--- config.mk ---
export PLATFORM = sky130hd
export DESIGN_NAME = seg7_scan_capture_flat
export DESIGN_NICKNAME = d
export VERILOG_FILES = /design/src/rtl/seg7_scan_capture_if.sv /design/src/rtl/seg7_scan_capture.sv /design/src/flat_wrapper.sv
export SDC_FILE = /design/constraint.sdc
export NUM_CORES = 1
export LEC_CHECK = 0
export ABC_AREA = 0
export BUFFER_PORTS_ARGS = -buffer_cell sky130_fd_sc_hd__buf_4
export CORE_MARGIN = 8
export CORE_UTILIZATION = 40
export DETAILED_ROUTE_END_ITERATION = 6
export SLEW_MARGIN = 20
export SYNTH_ARGS = -nofsm -noshare
export SYNTH_HDL_FRONTEND = slang
export SYNTH_SLANG_ARGS = --single-unit
--- constraint.sdc ---
create_clock -name CLK100MHZ -period 5.2 [get_ports CLK100MHZ]
set_clock_uncertainty 0.15 [all_clocks]
set_input_delay 0 -clock CLK100MHZ [delete_from_list [all_inputs] [get_ports CLK100MHZ]]
set_output_delay 0 -clock CLK100MHZ [all_outputs]
set_load 0.03 [all_outputs]
--- src/rtl/seg7_scan_capture_if.sv ---
// Bus bundle between a multiplexed 7-segment scan source and the capture block.
// The scan side drives the active-low select/segment lines. The capture side
// returns the reconstructed frame.
interface seg7_scan_capture_if;
    logic [7:0]  i_sel;
    logic [7:0]  i_seg;
    logic [63:0] o_raw;
    logic [31:0] o_hex;
    logic [7:0]  o_hex_ok;
    logic        o_mode;
    logic        o_frame_valid;
    logic        o_sel_err;

    modport master (
        output i_sel, i_seg,
        input  o_raw, o_hex, o_hex_ok, o_mode, o_frame_valid, o_sel_err
    );

    modport slave (
        input  i_sel, i_seg,
        output o_raw, o_hex, o_hex_ok, o_mode, o_frame_valid, o_sel_err
    );
endinterface

--- src/rtl/seg7_scan_capture.sv ---
// Receive side of a multiplexed 7-segment scan. The block samples the AN/SEG
// lines and waits until they have been quiet long enough to accept one digit
// per stable period. After all eight digits are seen it publishes the raw
// frame, the hex decode and the text/graph mode.
module seg7_scan_capture #(
    parameter int STABLE_CYCLES = 16
) (
    input  logic               CLK100MHZ,
    input  logic               CPU_RESET,
    seg7_scan_capture_if.slave bus
);

    localparam logic [7:0] CNT_MAX = 8'(STABLE_CYCLES - 1);

    typedef enum logic [1:0] {S_WAIT, S_HOLD, S_PUBLISH} state_t;

    state_t      state, state_nxt;
    logic [15:0] sync_p0;
    logic [15:0] smp_p1;
    logic [7:0]  cnt;
    logic        stable;
    logic [7:0]  smp_sel;
    logic [7:0]  smp_seg;
    logic        sel_blank;
    logic        sel_onehot;
    logic [2:0]  dig_idx;
    logic [7:0]  seen;
    logic [7:0]  seen_upd;
    logic [63:0] frame_buf;
    logic        cap_en;
    logic        err_en;
    logic        pub_en;
    logic [31:0] hex_dec;
    logic [7:0]  ok_dec;

    // The result is {ok, nibble}. Every legal glyph has DP (bit 7) high,
    // so any byte with DP low falls through to the default.
    function automatic logic [4:0] decode_glyph(input logic [7:0] code);
        case (code)
            8'hC0:   return {1'b1, 4'h0};
            8'hF9:   return {1'b1, 4'h1};
            8'hA4:   return {1'b1, 4'h2};
            8'hB0:   return {1'b1, 4'h3};
            8'h99:   return {1'b1, 4'h4};
            8'h92:   return {1'b1, 4'h5};
            8'h82:   return {1'b1, 4'h6};
            8'hF8:   return {1'b1, 4'h7};
            8'h80:   return {1'b1, 4'h8};
            8'h90:   return {1'b1, 4'h9};
            8'h88:   return {1'b1, 4'hA};
            8'h83:   return {1'b1, 4'hB};
            8'hC6:   return {1'b1, 4'hC};
            8'hA1:   return {1'b1, 4'hD};
            8'h86:   return {1'b1, 4'hE};
            8'h8E:   return {1'b1, 4'hF};
            default: return 5'h00;
        endcase
    endfunction

    // Two-flop synchronizer on the raw pins; only smp_p1 is used further on
    always_ff @(posedge CLK100MHZ) begin
        if (CPU_RESET) begin
            sync_p0 <= '0;
            smp_p1  <= '0;
        end else begin
            sync_p0 <= {bus.i_sel, bus.i_seg};
            smp_p1  <= sync_p0;
        end
    end

    // Stability counter. It follows the value being loaded into smp_p1, so
    // cnt == N-1 means smp_p1 has held its value for N cycles. It saturates
    // so that a long hold never wraps and triggers a second acceptance.
    always_ff @(posedge CLK100MHZ) begin
        if (CPU_RESET) begin
            cnt <= '0;
        end else if (sync_p0 != smp_p1) begin
            cnt <= '0;
        end else if (cnt != CNT_MAX) begin
            cnt <= cnt + 8'd1;
        end
    end

    assign stable     = (cnt == CNT_MAX);
    assign smp_sel    = smp_p1[15:8];
    assign smp_seg    = smp_p1[7:0];
    assign sel_blank  = &smp_sel;
    assign sel_onehot = $onehot(~smp_sel);
    assign seen_upd   = seen | (8'd1 << dig_idx);

    // Index of the low select bit. It is only meaningful when sel_onehot is set.
    always_comb begin
        dig_idx = '0;
        for (int k = 0; k < 8; k++) begin
            if (!smp_sel[k]) dig_idx = 3'(k);
        end
    end

    // FSM state register
    always_ff @(posedge CLK100MHZ) begin
        if (CPU_RESET) state <= S_WAIT;
        else           state <= state_nxt;
    end

    // FSM next state. HOLD leaves as soon as the sample is no longer stable,
    // which gives one acceptance per stable period.
    always_comb begin
        state_nxt = state;
        case (state)
            S_WAIT: begin
                if (stable) begin
                    if (sel_onehot && (&seen_upd)) state_nxt = S_PUBLISH;
                    else                           state_nxt = S_HOLD;
                end
            end
            S_HOLD:    if (!stable) state_nxt = S_WAIT;
            S_PUBLISH: state_nxt = S_HOLD;
            default:   state_nxt = S_WAIT;
        endcase
    end

    // FSM outputs: capture, select error and publish strobes
    always_comb begin
        cap_en = (state == S_WAIT) && stable && sel_onehot;
        err_en = (state == S_WAIT) && stable && !sel_onehot && !sel_blank;
        pub_en = (state == S_PUBLISH);
    end

    // Working frame buffer and the record of digits captured so far
    always_ff @(posedge CLK100MHZ) begin
        if (CPU_RESET) begin
            frame_buf <= '0;
            seen      <= '0;
        end else if (pub_en) begin
            seen <= '0;
        end else if (cap_en) begin
            seen                     <= seen_upd;
            frame_buf[8*dig_idx +: 8] <= smp_seg;
        end
    end

    // Per-digit hex decode of the working buffer
    always_comb begin
        hex_dec = '0;
        ok_dec  = '0;
        for (int k = 0; k < 8; k++) begin
            {ok_dec[k], hex_dec[4*k +: 4]} = decode_glyph(frame_buf[8*k +: 8]);
        end
    end

    // Published outputs, updated together with the frame_valid pulse
    always_ff @(posedge CLK100MHZ) begin
        if (CPU_RESET) begin
            bus.o_raw         <= '0;
            bus.o_hex         <= '0;
            bus.o_hex_ok      <= '0;
            bus.o_mode        <= 1'b0;
            bus.o_frame_valid <= 1'b0;
            bus.o_sel_err     <= 1'b0;
        end else begin
            bus.o_frame_valid <= pub_en;
            bus.o_sel_err     <= err_en;
            if (pub_en) begin
                bus.o_raw    <= frame_buf;
                bus.o_hex    <= hex_dec;
                bus.o_hex_ok <= ok_dec;
                bus.o_mode   <= ~&ok_dec;
            end
        end
    end

endmodule

--- src/flat_wrapper.sv ---
// flat-port wrapper written by rule: the top's interface ports become plain ports
module seg7_scan_capture_flat 
#(
    parameter int STABLE_CYCLES = 16
)
  (CLK100MHZ, CPU_RESET, bus_i_sel, bus_i_seg, bus_o_raw, bus_o_hex, bus_o_hex_ok, bus_o_mode, bus_o_frame_valid, bus_o_sel_err);
  seg7_scan_capture_if bus_i ();
  input  logic CLK100MHZ;
  input  logic CPU_RESET;
  input wire logic [$bits(bus_i.i_sel)-1:0] bus_i_sel;
  input wire logic [$bits(bus_i.i_seg)-1:0] bus_i_seg;
  output wire logic [$bits(bus_i.o_raw)-1:0] bus_o_raw;
  output wire logic [$bits(bus_i.o_hex)-1:0] bus_o_hex;
  output wire logic [$bits(bus_i.o_hex_ok)-1:0] bus_o_hex_ok;
  output wire logic [$bits(bus_i.o_mode)-1:0] bus_o_mode;
  output wire logic [$bits(bus_i.o_frame_valid)-1:0] bus_o_frame_valid;
  output wire logic [$bits(bus_i.o_sel_err)-1:0] bus_o_sel_err;
  assign bus_i.i_sel = bus_i_sel;
  assign bus_i.i_seg = bus_i_seg;
  assign bus_o_raw = bus_i.o_raw;
  assign bus_o_hex = bus_i.o_hex;
  assign bus_o_hex_ok = bus_i.o_hex_ok;
  assign bus_o_mode = bus_i.o_mode;
  assign bus_o_frame_valid = bus_i.o_frame_valid;
  assign bus_o_sel_err = bus_i.o_sel_err;
  seg7_scan_capture #(.STABLE_CYCLES(STABLE_CYCLES)) u_core (.CLK100MHZ(CLK100MHZ), .CPU_RESET(CPU_RESET), .bus(bus_i));
endmodule
Yosys cells after proc, flatten, opt, wreduce, memory -nomap -nowiden. Cells that the tools add are included.

Register bits after elaboration: 221. Input bits: 18. Output and inout bits: 107. Word-level logic and storage cells: 199.

Add/subtract/negate cells: 9. Equality and inequality tests: 136. Shift operators: 3. Muxes and demuxes: 20. Bitwise operators: 3. Reduce and logical (&&, ||, !) cells: 16.

Operators with widths (count): $eq 8x8->1 const B (128); $pmux 5 s16 (8); $bwmux 64 (1); $shift 8x34->64 const A (1); $shiftx 8x34->64 (1); $neg 6->34 (1); $reduce_and 8->1 (3); $ne 16x16->1 (1); $add 4x4->4 (3); $mux 3 (4); $mux 2 (5); $add 1x1->2 (4); $add 8x1->8 const B (1); $eq 8x4->1 const B (1); $ne 8x4->1 const B (1); $not 8->8 (1); $or 8x8->8 (1); $shl 1x3->8 const A (1); $pmux 2 s3 (1); $logic_and 1x1->1 (5); $eq 4x1->1 const B (1); $reduce_and 2->1 (2); $reduce_or 2->1 (2); $logic_not 1->1 (3); 7 further kinds (7).

Depth between registers and ports, before layout. Gate-level depths: netlist (run 1).

Word-level depth: 14. Gate-level depth with buffers: 16. Mapped depth without buffers: 14.

Least setup slack after synthesis (run 1). Ideal clock, no wire load.

Path type: register to register. Start point: register u_core.smp_p1[15]. End point: register u_core.frame_buf[32]. Setup time: 132 ps. Arrival time: 4367 ps. Data required time: 4918 ps. Path slack: 551 ps. Stages on the path, launching flop included: 17. Buffers on the path: 2. Period minus slack after synthesis: 4649 ps. Cell sequence: dfxtp_1 > clkbuf_1 > inv_1 > ha_1 > fa_1 > inv_1 > fa_1 > inv_1 > ha_1 > fa_1 > or4b_4 > nor2_4 > nand4_1 > or4b_4 > buf_6 > o21ai_1 > a21oi_1.

Cells in the longest elaborated chain, start to end: 7. Elaborated cells on any way between the ends: 12. Classes of those cells: 4 x add/sub; 1 x eq/ne; 2 x shift; 2 x mux; 1 x bitwise; 2 x reduce/logical.

RTL lines: start, declared (line seg7_scan_capture.sv:19) `logic [15:0] smp_p1;`; start signal, assigned (line seg7_scan_capture.sv:67) `smp_p1 <= sync_p0;`; $not 8->8 (line seg7_scan_capture.sv:88) `assign sel_onehot = $onehot(~smp_sel);`; $add 1x1->2 (not written as such) (line seg7_scan_capture.sv:88); $add 4x4->4 (not written as such) (2 in series) (line seg7_scan_capture.sv:88); $eq 4x1->1 (line seg7_scan_capture.sv:88); $logic_and 1x1->1 (line seg7_scan_capture.sv:124) `cap_en = (state == S_WAIT) && stable && sel_onehot;`; $reduce_and 2->1 (no source line); end signal, assigned by index (line seg7_scan_capture.sv:138) `frame_buf[8*dig_idx +: 8] <= smp_seg;`; end, declared (line seg7_scan_capture.sv:29) `logic [63:0] frame_buf;`.

Parallel ways exist; a longest one is shown, timed or not. A chain may end at the register's enable or synchronous reset.

Worst setup path after layout (run 1).
Start point: register u_core.smp_p1[14]. End point: register u_core.frame_buf[58].

Same word-level chain as after synthesis.

==> impl_metrics.tcl, run 1 <==
set metrics [dict create \
    status "completed" \
    grt_overflow 0 \
    power_leakage_nw 4.747 \
    clkLatencyLatePin_ns 0.52 \
    coreArea_sq_um 26730 \
    cts_max_path_buffers 3 \
    clkTransAtPathRegs_ns 0.06 \
    total_power_mw 3.486 \
    track_usage_pct 17.02 \
    rr_worst_depth 14 \
    ys_seq_area_share_pct 41.04 \
    yosys.area_share.adder_pct 2.716 \
    hold_viol_final 0 \
    cp-startpoint "u_core.smp_p1[14]" \
    rrSetupSlack_ns 0.48 \
    post_cts.repair.setup_buffers 0 \
    final_max_slew_viol_count 0 \
    syn-cell-area_sq_um 10780 \
    dieArea_sq_um 32460 \
    final_nets 1342 \
    yosysMostFrequentCell "dfxtp_1" \
    required_ns 5.41 \
    routabilityCongestion 0.8377 \
    drive_gt1_share_pct 15.03 \
    synth_edf_count 0 \
    hp-class "in -> reg" \
    routed-via-count 9422 \
    synth_area_per_cell_sq_um 8.666 \
    ys_seq_elements 221 \
    synth_mux_area_share_pct 1.776 \
    place_inst 1600 \
    fin_cells 1658 \
    synth_top_area_share_pct 41.04 \
    cts_tree "yes" \
    worstPathMaxFanout 11 \
    yosysTopAreaCell "dfxtp_1" \
    synth_cell_types 85 \
    antenna_found_initial 1 \
    vias_per_cell 5.683 \
    ir_drop_v 0.0001760 \
    ios 125 \
    rsz0062_at_grt "no" \
    synth-main-ff-cell "dfxtp_1" \
    stdcell_area_sq_um 12680 \
    area_growth_pct 17.67 \
    async_flop_share_pct 0 \
    fillCellCount 2557 \
    synth-xor-area-share_pct 2.275 \
    timing.rr.start "u_core.smp_p1[14]" \
    dp_hpwl_mm 19.27 \
    clockRootBuffer "clkbuf_16" \
    cts_sinks 221 \
    dp_slack_ns 0.4969 \
    placedInstanceArea_sq_um 11770 \
    synth-simple-area-share_pct 25.52 \
    crit_type "reg -> reg" \
    yosys-top-cells-area "dfxtp_1, a22o_1, clkbuf_1" \
    routedWlPerCell_um 17.46 \
    crit_end "u_core.frame_buf[58]" \
    syn_nets 1283 \
    numCtsBuffers 25 \
    cts.htree.levels 1 \
    setup_viol 0 \
    timing.rr.end "u_core.frame_buf[58]" \
    start_kind "flip-flop" \
    maxSlewHeadroom_pct 32.86 \
    grt_max_degree 101 \
    diodes 0 \
    netlist_instances 1244 \
    layout_setup_ws_ns 0.4762 \
    drc 0 \
    worstMarginPinSlew_ns 1.007 \
    fin_crit_sh_pct 90.84 \
    synth_top_family_by_area "simple AND/OR/NAND/NOR gates" \
    synth_common_cells "dfxtp_1, clkbuf_1, a21oi_1, nor2_1, nand2_1" \
    portBuffers 124 \
    min_from "bus_i_sel[1]" \
    rows 60 \
    max-cap-violations 0 \
    fin_tns_setup_ns 0 \
    die_h_um 180.2 \
    worst_setup_path_end_kind "flip-flop" \
    start_util_pct 40.34 \
    powerDensity_nw_per_um2 274.8 \
    drt_iter0_markers 808 \
    fin_crit_ns 4.724 \
    cp_data_arrival_time_ns 4.94 \
    postRouteAntennaNets 0 \
    grt_first_pass_wirelength_mm 47.29 \
    grt_pass1_vias 8728 \
    wirelength_mm 28.95 \
    first_pass_iters 5 \
    fmax_mhz 211.7 \
    synth_compound_area_share_pct 21.24 \
    die_w_um 180.2 \
    yosysWarnings 0 \
]
[per-layer routing]
metal / track usage [%] / up-vias / share of wire (%)
li1: - / 4657 / -
met1: 23.58 / 4438 / 48
met2: 27.08 / 286 / 44
met3: 2.823 / 39 / 5.6
met4: 4.299 / 2 / 1.8
met5: 0 / - / 0.045
[cells in the final DEF, fill, tap and decap left out, drive strengths merged, types with 9 or more instances in the layout]
cell type,n
ha,17
clkbuf,35
nor4,10
a211oi,13
nand3,58
a22o,72
or4,9
nand2b,30
nor2b,46
nor3b,22
mux2i,18
nand2,73
nor4b,15
o21ai,73
dfxtp,221
a21o,9
inv,29
nor2,82
and4b,9
xor2,18
xnor2,10
nor4bb,9
nor3,24
buf,134
a31oi,22
dlygate4sd3,17
nand4,26
a21oi,81
and3b,9
[through the flow]
| step | utilization, % | hold WS [ns] |
|---|---|---|
| 6_report | 47.46 | 0.08668 |
| 5_1_grt | 47.46 | 0.09287 |
| 4_1_cts | 47.46 | 0.07108 |
| 3_5_place_dp | 44.03 | 0.06555 |
| 3_3_place_gp | 43.99 | 0.06335 |
| 2_1_floorplan | - | -0.02182 |
[critical path: stages (launching register included)]
cell and delay (ns):
dfxtp_1 0.44, inv_1 0.07, ha_1 0.22, fa_1 0.54
inv_1 0.06, fa_1 0.53, inv_1 0.04, ha_1 0.19
fa_1 0.43, or4b_4 0.51, nor2_4 0.16, nand3_2 0.29
a211oi_4 0.62, mux2i_1 0.25, nor2_1 0.06
[registers in the layout (all words and copies together) (netlist names), 2 cells and up]
| register | flops |
|---|---|
| u_core.bus.o_hex | 32 |
| u_core.bus.o_hex_ok | 8 |
| u_core.bus.o_raw | 64 |
| u_core.cnt | 8 |
| u_core.frame_buf | 64 |
| u_core.seen | 8 |
| u_core.smp_p1 | 16 |
| u_core.state | 2 |
| u_core.sync_p0 | 16 |
[where the power goes]
group | total (mW) | internal, mW | switching, mW
combinational | 0.116 | 0.0490 | 0.0667
sequential | 1.72 | 1.71 | 0.0192
clock | 1.65 | 0.968 | 0.678
total | 3.49 | 2.72 | 0.764
[logic make-up after synthesis]
kind of cell | count (synthesis)
muxes | 19
AOI/OAI and AO/OA | 336
and+or+nand+nor | 470
DFF | 221
xor gates and xnor gates | 28
adders and majority gates | 21
buffers and inverters | 149
[layout make-up]
cell class | instances | area, sq um | area share, %
Clock inverter | 6 | 55.05 | 0.4340
Timing Repair Buffer | 151 | 1176 | 9.272
Inverter | 30 | 112.6 | 0.8877
Sequential cell | 221 | 4424 | 34.88
Multi-Input combinational cell | 874 | 5797 | 45.70
Tap cell | 341 | 426.7 | 3.364
Clock buffer | 35 | 693.2 | 5.465
[worst min-delay path by stage]
stage	to	cells past startpoint
2_1_floorplan	u_core.sync_p0[0]	1
6_report	u_core.sync_p0[9]	3
5_1_grt	u_core.sync_p0[9]	3
3_5_place_dp	u_core.sync_p0[7]	2
3_3_place_gp	u_core.sync_p0[9]	2
4_1_cts	u_core.sync_p0[9]	3
[timing repair]
action                                  in CTS  in global routing
endpoints found under the setup margin       0                  0
hold buffers                                17                  0
hold endpoints to repair                    39                  0
gates resized for setup                      0                  0
No activity file was read; power rests on OpenSTA's default activity.
==> inputs of run 2 (changes only) <==
- CTS_BUF_LIST: default -> sky130_fd_sc_hd__clkbuf_8
==> run 2 against run 1 <==
Cell count is 1.9% higher; die area stayed put; first-iteration DRC count is 1.4% lower; core utilization is 0.30 points higher; global-route usage is 0.21 points higher; largest cell class unchanged; cell area is 0.62% higher; critical path depth stayed put; hold slack worse by 0.025 ns.
==> impl_metrics.tcl, run 2 (same netlist as run 1, synthesis figures left out) <==
set metrics [dict create \
    wl_met3_mm 1.668 \
    ios 125 \
    grt_overflow 0 \
    required_ns 5.42 \
    worstPathMaxFanout 11 \
    ir_drop_v 0.0001552 \
    coreArea_sq_um 26730 \
    numCtsBuffers 40 \
    grt_pass1_vias 8865 \
    fin_crit_ns 4.703 \
    cts_sinks 221 \
    start_util_pct 40.34 \
    maxSlewHeadroom_pct 31.14 \
    vias_per_cell 5.613 \
    layout_setup_ws_ns 0.4969 \
    fin_crit_sh_pct 90.44 \
    final_cell_mix "dfxtp_1, buf_4, nor2_1, a21oi_1, nand2_1" \
    dp_hpwl_mm 19.27 \
    grt_first_pass_wirelength_mm 47.60 \
    clockRootBuffer "clkbuf_8" \
    crit_type "reg -> reg" \
    postRouteAntennaNets 0 \
    total_power_mw 3.486 \
    routedWlPerCell_um 17.20 \
    top_layer "met5" \
    hold_viol_final 0 \
    worstMarginPinSlew_ns 1.033 \
    wl_met1_mm 13.89 \
    portBuffers 124 \
    place_inst 1600 \
    fmax_mhz 212.6 \
    first_pass_iters 7 \
    area_growth_pct 18.40 \
    status "completed" \
    dieArea_sq_um 32460 \
    setup_viol 0 \
    layout_commonest_cell "dfxtp_1" \
    cts_tree "yes" \
    drt_iter0_markers 797 \
    final_max_slew_viol_count 0 \
    start_kind "flip-flop" \
    clkLatencyLatePin_ns 0.54 \
    clkTransAtPathRegs_ns 0.06 \
    cts_max_path_buffers 3 \
    power_leakage_nw 4.846 \
    drc 0 \
    fin_tns_setup_ns 0 \
    grt_max_degree 101 \
    fin_cells 1689 \
    cts.htree.levels 2 \
    final_nets 1357 \
    diodes 0 \
    antenna_found_initial 1 \
    routabilityCongestion 0.8377 \
    stdcell_area_sq_um 12760 \
    cp_data_arrival_time_ns 4.93 \
    routed-via-count 9480 \
    track_usage_pct 17.23 \
    die_h_um 180.2 \
    dp_slack_ns 0.4969 \
    worst_setup_path_end_kind "flip-flop" \
    drive_gt1_share_pct 16.91 \
    wirelength_mm 29.05 \
    rows 60 \
    post_cts.repair.setup_buffers 0 \
    route.met2.wl_mm 12.79 \
    post_cts.resized_instances 0 \
    cts.hold.buffers_added 17 \
    hp-class "in -> reg" \
    rsz0062_at_grt "no" \
    top_regs "u_core.bus.o_raw (64), u_core.frame_buf (64), u_core.bus.o_hex (32)" \
    fillCellCount 2556 \
    powerDensity_nw_per_um2 273.1 \
    placedInstanceArea_sq_um 11770 \
    max-cap-violations 0 \
    die_w_um 180.2 \
]
## run 2: cell count changes in the layout (fill, tap and decap cells not counted), sizes merged
cell    change
inv         +9
clkinv      +4
clkbuf     +19
bufinv      -1
## run 2: layout make-up
| type | instances | area [sq um] | area share, % |
|---|---|---|---|
| Sequential cell | 221 | 4424 | 34.66 |
| Timing Repair Buffer | 151 | 1176 | 9.215 |
| Clock inverter | 18 | 83.83 | 0.6568 |
| Inverter | 30 | 112.6 | 0.8823 |
| Multi-Input combinational cell | 874 | 5797 | 45.42 |
| Clock buffer | 54 | 743.2 | 5.823 |
| Tap cell | 341 | 426.7 | 3.343 |
## run 2: per-layer routing
layer  track usage [%]  up-vias
li1                  -     4707
met2             27.23      278
met1             23.27     4442
met4             5.291        2
met3             3.548       51
met5                 0        -
## run 2: metrics by stage
stage	util, %	hold WS, ns
final	47.76	0.06215
after global routing	47.76	0.06356
after CTS	47.76	0.03813
after detailed placement	44.03	0.06555
after global placement	43.99	0.06335
after floorplan	-	-0.02182
## run 2: path summary, 6_finish.rpt
kind	startpoint	to	slack, ns	cells past startpoint
max	u_core.smp_p1[15]	u_core.frame_buf[57]	0.50	14
min	bus_i_seg[7]	u_core.sync_p0[7]	0.06	3
max reg2reg	u_core.smp_p1[15]	u_core.frame_buf[57]	0.50	14
min reg2reg	u_core.bus.o_hex[23]	u_core.bus.o_hex[23]	0.29	2
## run 2: worst max-delay path, cell delays in order, from the launching register on
cell and delay [ns]:
dfxtp_1 0.34, inv_1 0.14, ha_1 0.25, fa_1 0.54
inv_1 0.06, fa_1 0.53, inv_1 0.04, ha_1 0.19
fa_1 0.43, or4b_4 0.51, nor2_4 0.16, nand3_2 0.28
a211oi_4 0.61, mux2i_1 0.26, nor2_1 0.05
## run 2: power breakdown
part,total [mW],internal (mW),switching [mW]
sequential,1.72,1.71,0.0191
clock,1.65,0.928,0.717
combinational,0.116,0.0490,0.0665
total,3.49,2.68,0.803
